<file path="config.mk">
export PLATFORM = sky130hd
export DESIGN_NAME = imem_fetch_ctrl
export DESIGN_NICKNAME = d
export VERILOG_FILES = /design/src/rtl/imem_fetch_ctrl.sv
export SDC_FILE = /design/constraint.sdc
export NUM_CORES = 1
export LEC_CHECK = 0
export ABC_AREA = 1
export BUFFER_PORTS_ARGS = -buffer_cell sky130_fd_sc_hd__buf_2
export CAP_MARGIN = 20
export CELL_PAD_IN_SITES_DETAIL_PLACEMENT = 1
export CELL_PAD_IN_SITES_GLOBAL_PLACEMENT = 2
export CORE_UTILIZATION = 35
export CTS_BUF_LIST = sky130_fd_sc_hd__clkbuf_2 sky130_fd_sc_hd__clkbuf_4 sky130_fd_sc_hd__clkbuf_8
export DETAILED_ROUTE_END_ITERATION = 10
export HOLD_SLACK_MARGIN = 0.12
export PLACE_DENSITY_LB_ADDON = 0.1
export SETUP_SLACK_MARGIN = 0.15
export SYNTH_ARGS = -nofsm -noshare
export SYNTH_HDL_FRONTEND = slang
export SYNTH_SLANG_ARGS = --single-unit
</file>
<file path="constraint.sdc">
create_clock -name clk -period 5.35 [get_ports clk]
set_input_delay 0.2675 -clock clk [delete_from_list [all_inputs] [get_ports clk]]
set_output_delay 0.2675 -clock clk [all_outputs]
set_load 0.02 [all_outputs]
</file>
<file path="src/rtl/imem_fetch_ctrl.sv">
// imem_fetch_ctrl: instruction-fetch sequencer for the 32-bit RISC-V core.
// Owns the PC, drives the combinational instruction memory address, captures
// returned words into a 2-entry fetch buffer and hands them to decode over a
// valid/ready handshake. Handles redirects (with flush), end-of-memory stop
// and sticky misaligned-target errors.
module imem_fetch_ctrl #(
    parameter logic [31:0] RESET_PC   = 32'h0000_0000,
    parameter int unsigned IMEM_WORDS = 64
) (
    input  logic        clk,
    input  logic        rst,
    input  logic        fetch_en,
    output logic [31:0] imem_addr,
    input  logic [31:0] imem_rdata,
    input  logic        redirect_valid,
    input  logic [31:0] redirect_pc,
    output logic        out_valid,
    input  logic        out_ready,
    output logic [31:0] out_instr,
    output logic [31:0] out_pc,
    output logic        addr_err,
    output logic        busy
);

    // Byte address one past the last instruction word; 33 bits so the
    // comparison is exact even when the limit equals 2**32.
    localparam logic [32:0] FETCH_LIMIT = 33'(IMEM_WORDS) * 33'd4;

    typedef enum logic [1:0] {
        S_IDLE  = 2'd0,
        S_FETCH = 2'd1,
        S_END   = 2'd2,
        S_ERR   = 2'd3
    } state_t;

    state_t      state_q, state_d;
    logic [31:0] pc_q, pc_d;
    logic        addr_err_q, addr_err_d;

    // Two-entry fetch buffer: circular storage with head/tail pointers.
    logic [31:0] buf_instr [2];
    logic [31:0] buf_pc    [2];
    logic        rd_ptr_q;
    logic        wr_ptr_q;
    logic [1:0]  count_q, count_d;

    logic pop;
    logic pop_eff;
    logic push;
    logic flush;
    logic has_space;
    logic at_limit;

    assign imem_addr = pc_q;
    assign out_valid = (count_q != 2'd0);
    assign out_instr = buf_instr[rd_ptr_q];
    assign out_pc    = buf_pc[rd_ptr_q];
    assign addr_err  = addr_err_q;
    assign busy      = (state_q == S_FETCH);

    assign pop       = out_valid && out_ready;
    assign has_space = (count_q != 2'd2) || pop;
    assign at_limit  = ({1'b0, pc_q} >= FETCH_LIMIT);

    // Next-state, PC and buffer control; redirects override everything else.
    always_comb begin
        state_d    = state_q;
        pc_d       = pc_q;
        addr_err_d = addr_err_q;
        flush      = 1'b0;
        push       = 1'b0;
        pop_eff    = pop;

        if (redirect_valid && (state_q != S_ERR)) begin
            flush   = 1'b1;
            pop_eff = 1'b0;
            if (redirect_pc[1:0] == 2'b00) begin
                pc_d    = redirect_pc;
                state_d = fetch_en ? S_FETCH : S_IDLE;
            end else begin
                addr_err_d = 1'b1;
                state_d    = S_ERR;
            end
        end else begin
            case (state_q)
                S_IDLE: begin
                    if (fetch_en) begin
                        state_d = S_FETCH;
                    end
                end
                S_FETCH: begin
                    if (!fetch_en) begin
                        state_d = S_IDLE;
                    end else if (at_limit) begin
                        state_d = S_END;
                    end else if (has_space) begin
                        push = 1'b1;
                        pc_d = pc_q + 32'd4;
                    end
                end
                S_END: begin
                    state_d = S_END;
                end
                S_ERR: begin
                    state_d = S_ERR;
                end
                default: begin
                    state_d = S_IDLE;
                end
            endcase
        end
    end

    // Occupancy update: a flush empties the buffer, otherwise push/pop net out.
    always_comb begin
        count_d = count_q;
        if (flush) begin
            count_d = 2'd0;
        end else if (push && !pop_eff) begin
            count_d = count_q + 2'd1;
        end else if (!push && pop_eff) begin
            count_d = count_q - 2'd1;
        end
    end

    // Control registers: state, PC, sticky error, occupancy and pointers.
    always_ff @(posedge clk or negedge rst) begin
        if (!rst) begin
            state_q    <= S_IDLE;
            pc_q       <= RESET_PC;
            addr_err_q <= 1'b0;
            count_q    <= 2'd0;
            rd_ptr_q   <= 1'b0;
            wr_ptr_q   <= 1'b0;
        end else begin
            state_q    <= state_d;
            pc_q       <= pc_d;
            addr_err_q <= addr_err_d;
            count_q    <= count_d;
            if (flush) begin
                rd_ptr_q <= 1'b0;
                wr_ptr_q <= 1'b0;
            end else begin
                if (pop_eff) begin
                    rd_ptr_q <= ~rd_ptr_q;
                end
                if (push) begin
                    wr_ptr_q <= ~wr_ptr_q;
                end
            end
        end
    end

    // Buffer storage: capture {instruction, pc} at the tail on each fetch.
    always_ff @(posedge clk or negedge rst) begin
        if (!rst) begin
            for (int unsigned i = 0; i < 2; i++) begin
                buf_instr[i] <= '0;
                buf_pc[i]    <= '0;
            end
        end else if (push) begin
            buf_instr[wr_ptr_q] <= imem_rdata;
            buf_pc[wr_ptr_q]    <= pc_q;
        end
    end

endmodule

</file>
---- After elaboration in Yosys (flattened, before gate mapping) ----
Index checks and enable logic that the tools add are counted.
operators by class
  add/sub/neg operators ................... 3
  $lt $le $gt $ge ......................... 4
  equal/unequal tests ..................... 9
  muxes and demuxes ....................... 37
  bitwise logic cells ..................... 5
  reduce and logical (&&, ||, !) cells .... 20
operators by type and width
  kind                                                                                   count
  32-bit two-way mux                                                                     13
  64-bit bitwise mux                                                                     2
  32-bit by 3-bit adder with 32-bit output (second input constant)                       1
  32-bit demux with 1-bit select                                                         1
  32-bit by 9-bit greater-or-equal comparator with 1-bit output (second input constant)  1
  2-bit two-way mux                                                                      8
  1-bit two-way mux                                                                      12
  2-bit nonzero test                                                                     6
  2-bit case mux with 4 select lines                                                     1
  1-bit logical AND                                                                      5
  5-bit AND reduction                                                                    1
  2-bit equality test (second input constant)                                            2
  2-bit greater-or-equal comparator (second input constant)                              2
  2-bit logical NOT                                                                      2
  2-bit by 1-bit inequality test with 1-bit output (second input constant)               2
  2-bit inequality test (second input constant)                                          2
  4-bit by 2-bit inequality test with 1-bit output (second input constant)               1
  1-bit NOT with 2-bit output                                                            2
  2-bit AND reduction                                                                    2
  3-bit inequality test (second input constant)                                          1
  1-bit NOT                                                                              3
  3-bit nonzero test                                                                     1
  2-bit by 1-bit adder with 2-bit output (second input constant)                         1
  2-bit by 1-bit equality test with 1-bit output (second input constant)                 1
  other kinds (4)                                                                        5
word-level totals
  flip-flop bits (word level) ............. 167
  input bits .............................. 69
  output and inout bits ................... 99
  logic and storage cells ................. 88

---- Depth between registers and ports, before layout ----
Gate-level depths: netlist of run 1.
  depth in word-level cells ............... 13
  gate-level depth with buffers ........... 11
  mapped depth without buffers ............ 11

---- Least setup slack after synthesis of run 1 ----
No wires, ideal clock.
  path type ............................... register -> register
  from .................................... register state_q[1]
  to ...................................... register buf_pc[2] (netlist name)
  library setup time ...................... 0.121 ns
  data arrival time ....................... 1.689 ns
  data required time ...................... 5.229 ns
  setup slack ............................. 3.540 ns
  stages on the path, launching flop included .. 12
  path buffers ............................ 2
  clock period less this slack ............ 1.810 ns
  cell sequence ........................... dfrtp_1 -> inv_1 -> ha_1 -> nand2_1 -> inv_1 -> nand2_1 -> nor2_8 -> nand3_2 -> buf_6 -> buf_6 -> nand2_1 -> o21ai_2
between the ends
  cells in the longest elaborated chain, start to end .. 3
  elaborated cells on any way between the ends .. 5
  classes of those cells .................. eq/ne: 2; mux: 2; reduce/logical: 1
ends and longest elaborated chain
  what                                            RTL line  text
  start: declaration                              36        state_t state_q, state_d;
  start signal: assignment                        136       state_q <= state_d;
  2-bit by 1-bit equality test with 1-bit output  -
  via busy                                        22        output logic busy
  1-bit two-way mux                               85        case (state_q)
  1-bit two-way mux                               74        if (redirect_valid && (state_q != S_ERR)) begin
  end signal: indexed assignment                  163       buf_pc[wr_ptr_q] <= pc_q;
  end: declaration                                42        logic [31:0] buf_pc [2];
The timed path passes the listed nets, and every way through them passes these cells.
A chain may end at the register's enable or synchronous reset.

---- Worst setup path after layout of run 1 ----
  from .................................... register pc_q[24] (netlist: imem_addr[24])
  to ...................................... register buf_pc[6] (netlist name)
between the ends
  cells in the longest elaborated chain, start to end .. 5
ends and longest elaborated chain
  what                                                           RTL line  text
  start: declaration                                             37        logic [31:0] pc_q, pc_d;
  start signal: assignment                                       137       pc_q <= pc_d;
  32-bit by 9-bit greater-or-equal comparator with 1-bit output  63        assign at_limit = ({1'b0, pc_q} >= FETCH_LIMIT);
  1-bit two-way mux                                              94        end else if (at_limit) begin
  1-bit two-way mux                                              92        if (!fetch_en) begin
  1-bit two-way mux                                              85
  1-bit two-way mux                                              74
No other way between the ends.

==> results of run 1 <==
[registers in the layout, indices dropped and copies added (netlist names)]
register and count:
addr_err 1, buf_pc 64, count_q 2, imem_addr 32, state_q 2, rd_ptr_q 1
buf_instr 64, wr_ptr_q 1
[Yosys cell counts (2+ instances only)]
library cell | instances | share of area
nor2_8 | 2 | 0.0049
nand3_1 | 37 | 0.023
o21ai_1 | 41 | 0.025
buf_2 | 7 | 0.0043
nand3_2 | 2 | 0.0024
nand4_1 | 3 | 0.0023
buf_6 | 8 | 0.011
buf_4 | 4 | 0.0037
nor3_1 | 3 | 0.0018
inv_1 | 109 | 0.050
o21ai_2 | 11 | 0.012
nand2_1 | 480 | 0.22
dfrtp_1 | 167 | 0.51
a21oi_1 | 9 | 0.0055
or2_2 | 14 | 0.011
nand3b_1 | 14 | 0.013
o31ai_1 | 2 | 0.0018
nor2_1 | 78 | 0.036
clkbuf_1 | 27 | 0.012
ha_1 | 6 | 0.0091
o21ai_0 | 53 | 0.032
[cell families (layout without fill, tap and decap cells)]
group,after synthesis,count (layout),share of synthesized area
AO/OA/AOI/OAI,119,119,0.0792
AND/OR/NAND/NOR,637,637,0.317
buffers and inverters,157,370,0.0820
adder cells (fa/ha/maj),6,6,0.00914
XOR/XNOR,2,2,0.00213
flip-flops,167,167,0.509
multiplexers,1,1,0.00122
[metal layers]
layer,vias up,GRT usage
met1,3495,0.270
met4,0,0.0500
met5,-,0
met2,127,0.366
met3,12,0.0376
li1,3736,-
[how the worst min path moves through the flow]
| stage | startpoint | endpoint | slack (ps) | depth (start not counted) |
|---|---|---|---|---|
| after CTS | redirect_pc[12] | imem_addr[12] | 130 | 4 |
| final | redirect_pc[12] | imem_addr[12] | 140 | 4 |
| after global placement | rst | state_q[0] | 390 | 1 |
| after global routing | redirect_pc[21] | imem_addr[21] | 130 | 4 |
| after floorplan | rst | addr_err | -30 | 0 |
| after detailed placement | rst | state_q[0] | 390 | 1 |
[final cells by class]
class	count	area, sq um	area share
sequential	167	4180	0.411
multi-input combinational	765	3370	0.331
timing repair buffer	228	1430	0.141
inverter	110	413	0.0406
tap	313	392	0.0385
clock buffer	18	248	0.0244
clock inverter	14	138	0.0135
[worst max-delay path, cell delays in order, from the launching register on]
cell,delay (ps)
dfrtp_1,470
nor2_1,130
nand2_1,60
nor2_1,220
nand3_2,200
nor2_8,210
nand3_4,580
buf_4,480
nand2_1,100
o21ai_2,50
[repair_timing]
action                                  4_1_cts  5_1_grt
hold endpoints to repair                    164        0
hold buffers                                 53        0
endpoints found under the setup margin        0        0
[through the flow]
| stage | setup WS (ps) | power [W] | cell area (sq um) | utilization | hold WS [ps] |
|---|---|---|---|---|---|
| floorplan | 3540 | 0.00233 | 8210 | - | -28.1 |
| global placement | 2710 | 0.00276 | 9250 | 0.405 | 389 |
| detailed placement | 2690 | 0.00277 | 9250 | 0.405 | 389 |
| CTS | 2650 | 0.00371 | 10200 | 0.445 | 127 |
| global route | 2500 | 0.00391 | 10200 | 0.445 | 134 |
| finish | 2730 | 0.00365 | 10200 | 0.445 | 143 |
[where the power goes]
part | total (W) | internal (W) | leakage [nW] | switching, W
sequential | 0.00160 | 0.00139 | 2.27 | 0.000211
combinational | 0.00117 | 0.000361 | 3.24 | 0.000805
clock | 0.000887 | 0.000354 | 0.182 | 0.000532
==> impl_metrics.json, run 1 <==
{
  "wl_mm": 23.9,
  "clk_pin_slew_ps": 110,
  "tns_ps": 0,
  "initial_core_util": 0.359,
  "rsz0062_at_grt": "no",
  "drc": 0,
  "synth_cell_types": 33,
  "synthArstFlopShare": 1.00,
  "htree_levels": 4,
  "cp-start-kind": "register",
  "fp.dieArea_sq_um": 24100,
  "synth_nets": 1164,
  "p_leak_nw": 5.69,
  "finalCriticalPeriod_ps": 2620,
  "clkLatencyLatePin_ps": 460,
  "synth_flop_cell": "dfrtp_1",
  "r2r_start": "imem_addr[24]",
  "hold_path.class": "input port to register",
  "clk_path_buf_depth": 2,
  "grt_pass1_wl_mm": 39.8,
  "cp_max_fo": 63,
  "top_layer": "met4",
  "antenna_found_initial": 0,
  "critical_path.startpoint": "imem_addr[24]",
  "die_y_microns": 155,
  "cts_made_buffers": 17,
  "layout.nets": 1364,
  "cts_sinks": 167,
  "dr.first_iter.drc_count": 290,
  "cp.arrival_ps": 2950,
  "reg2reg_to": "buf_pc[6]",
  "cts_tree": "done",
  "hpwl_mm": 15.9,
  "rows": 55,
  "avgSynthCellArea_sq_um": 7.54,
  "synth-seq-cells": 167,
  "grt_overflow": 0,
  "diodes": 0,
  "route.vias.total": 7370,
  "finalHoldViolCount": 0,
  "tightest_slew_ps": 1090,
  "fin_worst_skew_ps": 24.0,
  "yosys_warnings": 0,
  "clock.fmax_mhz": 382,
  "area_growth_pct": 23.8,
  "layout.cells.non_filler": 1615,
  "syn_inst": 1089,
  "max-vdd-ir-drop_v": 0.000213,
  "grt_pass1_vias": 7697,
  "die_w_microns": 155,
  "cts_setup_buffers": 0,
  "worstSetupPathType": "register to register",
  "viasPerCell": 4.56,
  "cts_resized": 0,
  "reg2reg_depth": 9,
  "wl_met3_microns": 770,
  "wl_met1_mm": 11.3,
  "design.core.area_sq_um": 22800,
  "r2r_setup_slack_ps": 2730,
  "root_buffer": "clkbuf_8",
  "power_density_nw_per_um2": 359,
  "drv_slew": 0,
  "io_pins": 168,
  "portBuffers": 167,
  "synth-edff-count": 0,
  "cp-end-kind": "register",
  "ys_seq_area_frac": 0.509,
  "first_pass_iters": 4,
  "gp_congestion": 0.883,
  "drive_gt1_frac": 0.186,
  "track_usage": 0.210,
  "layout_commonest_cell": "nand2_1",
  "slew_headroom": 0.274,
  "period_share": 0.489,
  "required_ps": 5680,
  "postRouteAntennaNets": 0,
  "wl_per_cell_microns": 14.8,
  "dp_cells": 1530,
  "final_cell_mix": "480 x nand2_1, 166 x dfrtp_1, 166 x buf_2",
  "met2_length_mm": 11.7,
  "status": "complete, no violations",
  "maxCapViolCount": 0,
  "synth_area_sq_um": 8210,
  "grt_max_degree": 106,
  "num-fill-cells": 2937,
  "crit_end": "buf_pc[6]",
  "setup_viol": 0
}
Note: power is estimated with default switching activity, not from simulation.
==> run 2: changes to the inputs <==
--- a/config.mk
+++ b/config.mk
@@ -10,7 +10,7 @@
 export CAP_MARGIN = 20
 export CELL_PAD_IN_SITES_DETAIL_PLACEMENT = 1
 export CELL_PAD_IN_SITES_GLOBAL_PLACEMENT = 2
-export CORE_UTILIZATION = 35
+export CORE_UTILIZATION = 32
 export CTS_BUF_LIST = sky130_fd_sc_hd__clkbuf_2 sky130_fd_sc_hd__clkbuf_4 sky130_fd_sc_hd__clkbuf_8
 export DETAILED_ROUTE_END_ITERATION = 10
 export HOLD_SLACK_MARGIN = 0.12
==> constraint.sdc (replaced) <==
create_clock -name clk -period 2.55 [get_ports clk]
set_input_delay 0.1275 -clock clk [delete_from_list [all_inputs] [get_ports clk]]
set_output_delay 0.1275 -clock clk [all_outputs]
set_load 0.02 [all_outputs]
==> impl_metrics.json, run 2 (synthesized netlist as in run 1, its figures left out) <==
{
  "status": "complete, no violations",
  "design.core.area_sq_um": 25200,
  "finalHoldViolCount": 0,
  "layout_commonest_cell": "nand2_1",
  "drv_slew": 0,
  "drive_gt1_frac": 0.189,
  "power_density_nw_per_um2": 752,
  "rsz0062_at_grt": "no",
  "initial_core_util": 0.326,
  "rows": 58,
  "p_seq_frac": 0.423,
  "hold_path_depth": 5,
  "cts_sinks": 167,
  "grt_overflow": 0,
  "wl_per_cell_microns": 14.4,
  "wl_mm": 23.9,
  "clk_path_buf_depth": 2,
  "path_cells": "ha_1 -> inv_1 -> nand2_2 -> inv_1 -> buf_4 -> nand2_1 -> o21ai_0 -> dlygate4sd3_1 -> o21ai_0",
  "io_pins": 168,
  "setup_viol": 0,
  "reg2reg_depth": 9,
  "grt_max_degree": 106,
  "reg2reg_to": "state_q[0]",
  "p_leak_nw": 5.85,
  "slew_headroom": 0.443,
  "tightest_slew_ps": 836,
  "clk_pin_slew_ps": 100,
  "clock.fmax_mhz": 459,
  "fp.dieArea_sq_um": 26300,
  "min_from": "redirect_pc[0]",
  "cts_made_buffers": 17,
  "finalCriticalPeriod_ps": 2180,
  "postRouteAntennaNets": 0,
  "combPwrFrac": 0.334,
  "hold_path.class": "input port to register",
  "clkLatencyLatePin_ps": 460,
  "track_usage": 0.194,
  "path_delay_family": "buffers and inverters",
  "route.vias.total": 7446,
  "root_buffer": "clkbuf_8",
  "max-vdd-ir-drop_v": 0.000372,
  "cts_resized": 0,
  "hpwl_mm": 16.1,
  "antenna_found_initial": 0,
  "critPathBufInv": 4,
  "p_clk_frac": 0.243,
  "die_w_microns": 162,
  "gp_congestion": 0.829,
  "worstSetupPathType": "register to register",
  "drc": 0,
  "diodes": 0,
  "grt_pass1_vias": 7840,
  "dr.first_iter.drc_count": 355,
  "final_cell_mix": "480 x nand2_1, 166 x dfrtp_1, 166 x buf_2",
  "r2r_setup_slack_ps": 370,
  "area_growth_pct": 27.8,
  "cp.arrival_ps": 2520,
  "switching_share": 0.421,
  "r2r_start": "state_q[0]",
  "total_power_w": 0.00789,
  "first_pass_iters": 4,
  "viasPerCell": 4.50,
  "cp_slowest_cell": "dlygate4sd3_1",
  "cp_slowest_stage_delay_ps": 560,
  "tns_ps": 0,
  "period_share": 0.855,
  "portBuffers": 167,
  "cts_tree": "done",
  "cp-end-kind": "register",
  "fin_worst_skew_ps": 19.6,
  "cp_max_fo": 22,
  "required_ps": 2890,
  "htree_levels": 4,
  "die_y_microns": 162,
  "p_int_w": 0.00457,
  "cp-start-kind": "register",
  "p_sw_w": 0.00332,
  "grt_pass1_wl_mm": 40.2,
  "maxCapViolCount": 0,
  "whs_endpoint": "imem_addr[1]",
  "layout.nets": 1387
}
-- run 2: through the flow --
step | area, sq um | utilization | hold WS [ps] | std cells | setup WS [ps]
2_1_floorplan | 8210 | - | -168 | 1089 | 740
3_3_place_gp | 9410 | 0.374 | -56.1 | 1555 | 505
3_5_place_dp | 9410 | 0.374 | -55.0 | 1555 | 456
4_1_cts | 10500 | 0.417 | 121 | 1655 | 369
5_1_grt | 10500 | 0.417 | 194 | 1655 | 237
6_report | 10500 | 0.417 | 149 | 1655 | 370
-- run 2: power groups by stage --
stage	Combinational, W	Clock (W)	Sequential (W)
after floorplan	0.00135	0	0.00354
after global placement	0.00259	0	0.00336
after detailed placement	0.00259	0	0.00338
after CTS	0.00270	0.00201	0.00333
after global routing	0.00297	0.00210	0.00341
final	0.00264	0.00192	0.00334
-- run 2: worst max-delay path by stage --
stage | start | to | depth (start not counted)
after floorplan | state_q[1] | buf_pc[2] | 11
after global placement | imem_addr[30] | imem_addr[2] | 9
after detailed placement | imem_addr[30] | imem_addr[5] | 9
after CTS | state_q[0] | state_q[0] | 9
after global routing | state_q[1] | imem_addr[12] | 9
final | state_q[0] | state_q[0] | 9
-- run 2: area by class of cell --
type                       count  area [sq um]
clock buffer                  18           248
sequential                   167          4180
tap                          330           413
inverter                     110           413
timing repair buffer         251          1720
fill                        3145         14700
clock inverter                14           155
multi-input combinational    765          3370
-- run 2: per-layer routing --
layer  wire [microns]  vias to the layer above  GRT usage
met5                0                        -          0
met1            11500                     3519      0.257
met3              898                       10     0.0380
met4              133                        0     0.0446
li1                 -                     3796          -
met2            11300                      121      0.326
-- run 2: tightest hold or removal path: stages --
cell	delay, ps
buf_2	80
nor2_1	40
nand2_1	70
inv_1	140
nor2_1	120
-- run 2: repair_timing --
item / CTS / global route
setup buffers: 0 / 0
hold buffers: 68 / 0
endpoints found under the hold margin: 263 / 0
==> run 3: changes to the inputs <==
--- a/config.mk
+++ b/config.mk
@@ -10,6 +10,7 @@
 export CAP_MARGIN = 20
 export CELL_PAD_IN_SITES_DETAIL_PLACEMENT = 1
 export CELL_PAD_IN_SITES_GLOBAL_PLACEMENT = 2
+export CORE_MARGIN = 8
 export CORE_UTILIZATION = 32
 export CTS_BUF_LIST = sky130_fd_sc_hd__clkbuf_2 sky130_fd_sc_hd__clkbuf_4 sky130_fd_sc_hd__clkbuf_8
 export DETAILED_ROUTE_END_ITERATION = 10
==> impl_metrics.json, run 3 (synthesized netlist as in run 1, its figures left out) <==
{
  "worstSetupPathType": "register to register",
  "htree_levels": 4,
  "reg2reg_depth": 9,
  "reg2reg_to": "state_q[0]",
  "initial_core_util": 0.326,
  "grt_overflow": 0,
  "die_w_microns": 176,
  "portBuffers": 167,
  "rsz0062_at_grt": "no",
  "num-fill-cells": 3153,
  "tns_ps": 0,
  "fin_util": 0.416,
  "route.vias.total": 7515,
  "status": "complete, no violations",
  "rows": 58,
  "wl_per_cell_microns": 15.3,
  "cp_max_fo": 12,
  "path_cells": "ha_1 -> inv_1 -> nand2_2 -> inv_1 -> buf_4 -> nand2_1 -> o21ai_0 -> dlygate4sd3_1 -> o21ai_0",
  "first_pass_iters": 4,
  "fin_worst_skew_ps": 17.9,
  "gp_congestion": 0.814,
  "diodes": 0,
  "setup_viol": 0,
  "crit_end": "state_q[0]",
  "layout_commonest_cell": "nand2_1",
  "hpwl_mm": 17.4,
  "dp_cells": 1556,
  "hold_path.class": "input port to register",
  "dr.first_iter.drc_count": 381,
  "drc": 0,
  "finalCriticalPeriod_ps": 2260,
  "layout.nets": 1386,
  "design.core.area_sq_um": 25200,
  "clk_pin_slew_ps": 100,
  "cp-end-kind": "register",
  "critPathBufInv": 4,
  "p_leak_nw": 5.83,
  "fp.dieArea_sq_um": 31000,
  "cp-start-kind": "register",
  "required_ps": 2880,
  "r2r_setup_slack_ps": 290,
  "period_share": 0.886,
  "critical_path.startpoint": "state_q[0]",
  "path_delay_family": "buffers and inverters",
  "r2r_start": "state_q[0]",
  "layout.cells.non_filler": 1654,
  "final_cell_mix": "480 x nand2_1, 166 x dfrtp_1, 166 x buf_2",
  "maxCapViolCount": 0,
  "power_density_nw_per_um2": 752,
  "die_y_microns": 176,
  "drive_gt1_frac": 0.190,
  "crit_cells": 9,
  "cts_tree": "done",
  "clkLatencyLatePin_ps": 450,
  "worst_slack_ps": 291,
  "antenna_found_initial": 0,
  "finalHoldViolCount": 0,
  "clock.fmax_mhz": 443,
  "grt_pass1_wl_mm": 41.9,
  "grt_pass1_vias": 8007,
  "viasPerCell": 4.54,
  "place_ws_ps": 435,
  "cp.arrival_ps": 2590,
  "cp_slowest_cell": "dlygate4sd3_1",
  "clk_path_buf_depth": 2,
  "postRouteAntennaNets": 0,
  "track_usage": 0.168,
  "root_buffer": "clkbuf_8",
  "cts_made_buffers": 17,
  "tightest_slew_ps": 595,
  "slew_headroom": 0.602,
  "cts_sinks": 167,
  "wl_mm": 25.2,
  "grt_max_degree": 105,
  "io_pins": 168,
  "area_growth_pct": 27.5,
  "drv_slew": 0,
  "max-vdd-ir-drop_v": 0.000348,
  "cp_slowest_stage_delay_ps": 570
}
[run 3: changes by cell type in the layout (fill, tap and decap cells not counted), sizes merged]
cell / change
clkinvlp: +3
inv: -1
bufinv: +1
dlygate4sd3: -2
buf: +1
clkinv: -3
[run 3: worst min path at each step]
stage	from	endpoint	slack [ps]	cells past startpoint
detailed placement	rst	state_q[0]	140	1
floorplan	rst	addr_err	-170	0
CTS	redirect_pc[0]	state_q[1]	120	5
global route	redirect_valid	wr_ptr_q	170	4
finish	redirect_pc[0]	state_q[1]	160	5
global placement	rst	state_q[1]	150	1
[run 3: power breakdown]
part | leakage [nW] | switching [W] | internal (W) | total [W]
sequential | 2.27 | 0.000470 | 0.00291 | 0.00338
clock | 0.186 | 0.00109 | 0.000808 | 0.00190
combinational | 3.38 | 0.00170 | 0.000892 | 0.00259
[run 3: repair_timing]
item / 4_1_cts / 5_1_grt
hold endpoints to repair: 188 / 0
setup endpoints to repair: 0 / 9
buffers inserted: 0 / 0
hold buffers: 66 / 0
gates resized for setup: 0 / 2
[run 3: worst reg2reg max path: stages (launching register included)]
cell	delay (ps)
dfrtp_1	420
ha_1	230
inv_1	70
nand2_2	120
inv_1	170
buf_4	240
nand2_1	90
o21ai_0	150
dlygate4sd3_1	570
o21ai_0	90
[run 3: through the flow]
stage | hold slack, ps | total power, W | area [sq um]
3_5_place_dp | 144 | 0.00598 | 9420
5_1_grt | 168 | 0.00846 | 10500
6_report | 160 | 0.00787 | 10500
2_1_floorplan | -168 | 0.00489 | 8210
3_3_place_gp | 150 | 0.00596 | 9420
4_1_cts | 121 | 0.00802 | 10500
[run 3: layout make-up]
cell class / count / area, sq um / area share
multi-input combinational: 765 / 3370 / 0.322
sequential: 167 / 4180 / 0.399
tap: 330 / 413 / 0.0394
clock buffer: 18 / 241 / 0.0231
inverter: 110 / 413 / 0.0394
timing repair buffer: 250 / 1710 / 0.163
clock inverter: 14 / 139 / 0.0133
[run 3: routing by layer]
layer  up-vias  GRT usage  wire, microns
met5         -          0              0
met4         0     0.0392            191
met3        12     0.0406           1280
met2       126      0.279          12000
met1      3601      0.217          11700
li1       3776          -              -
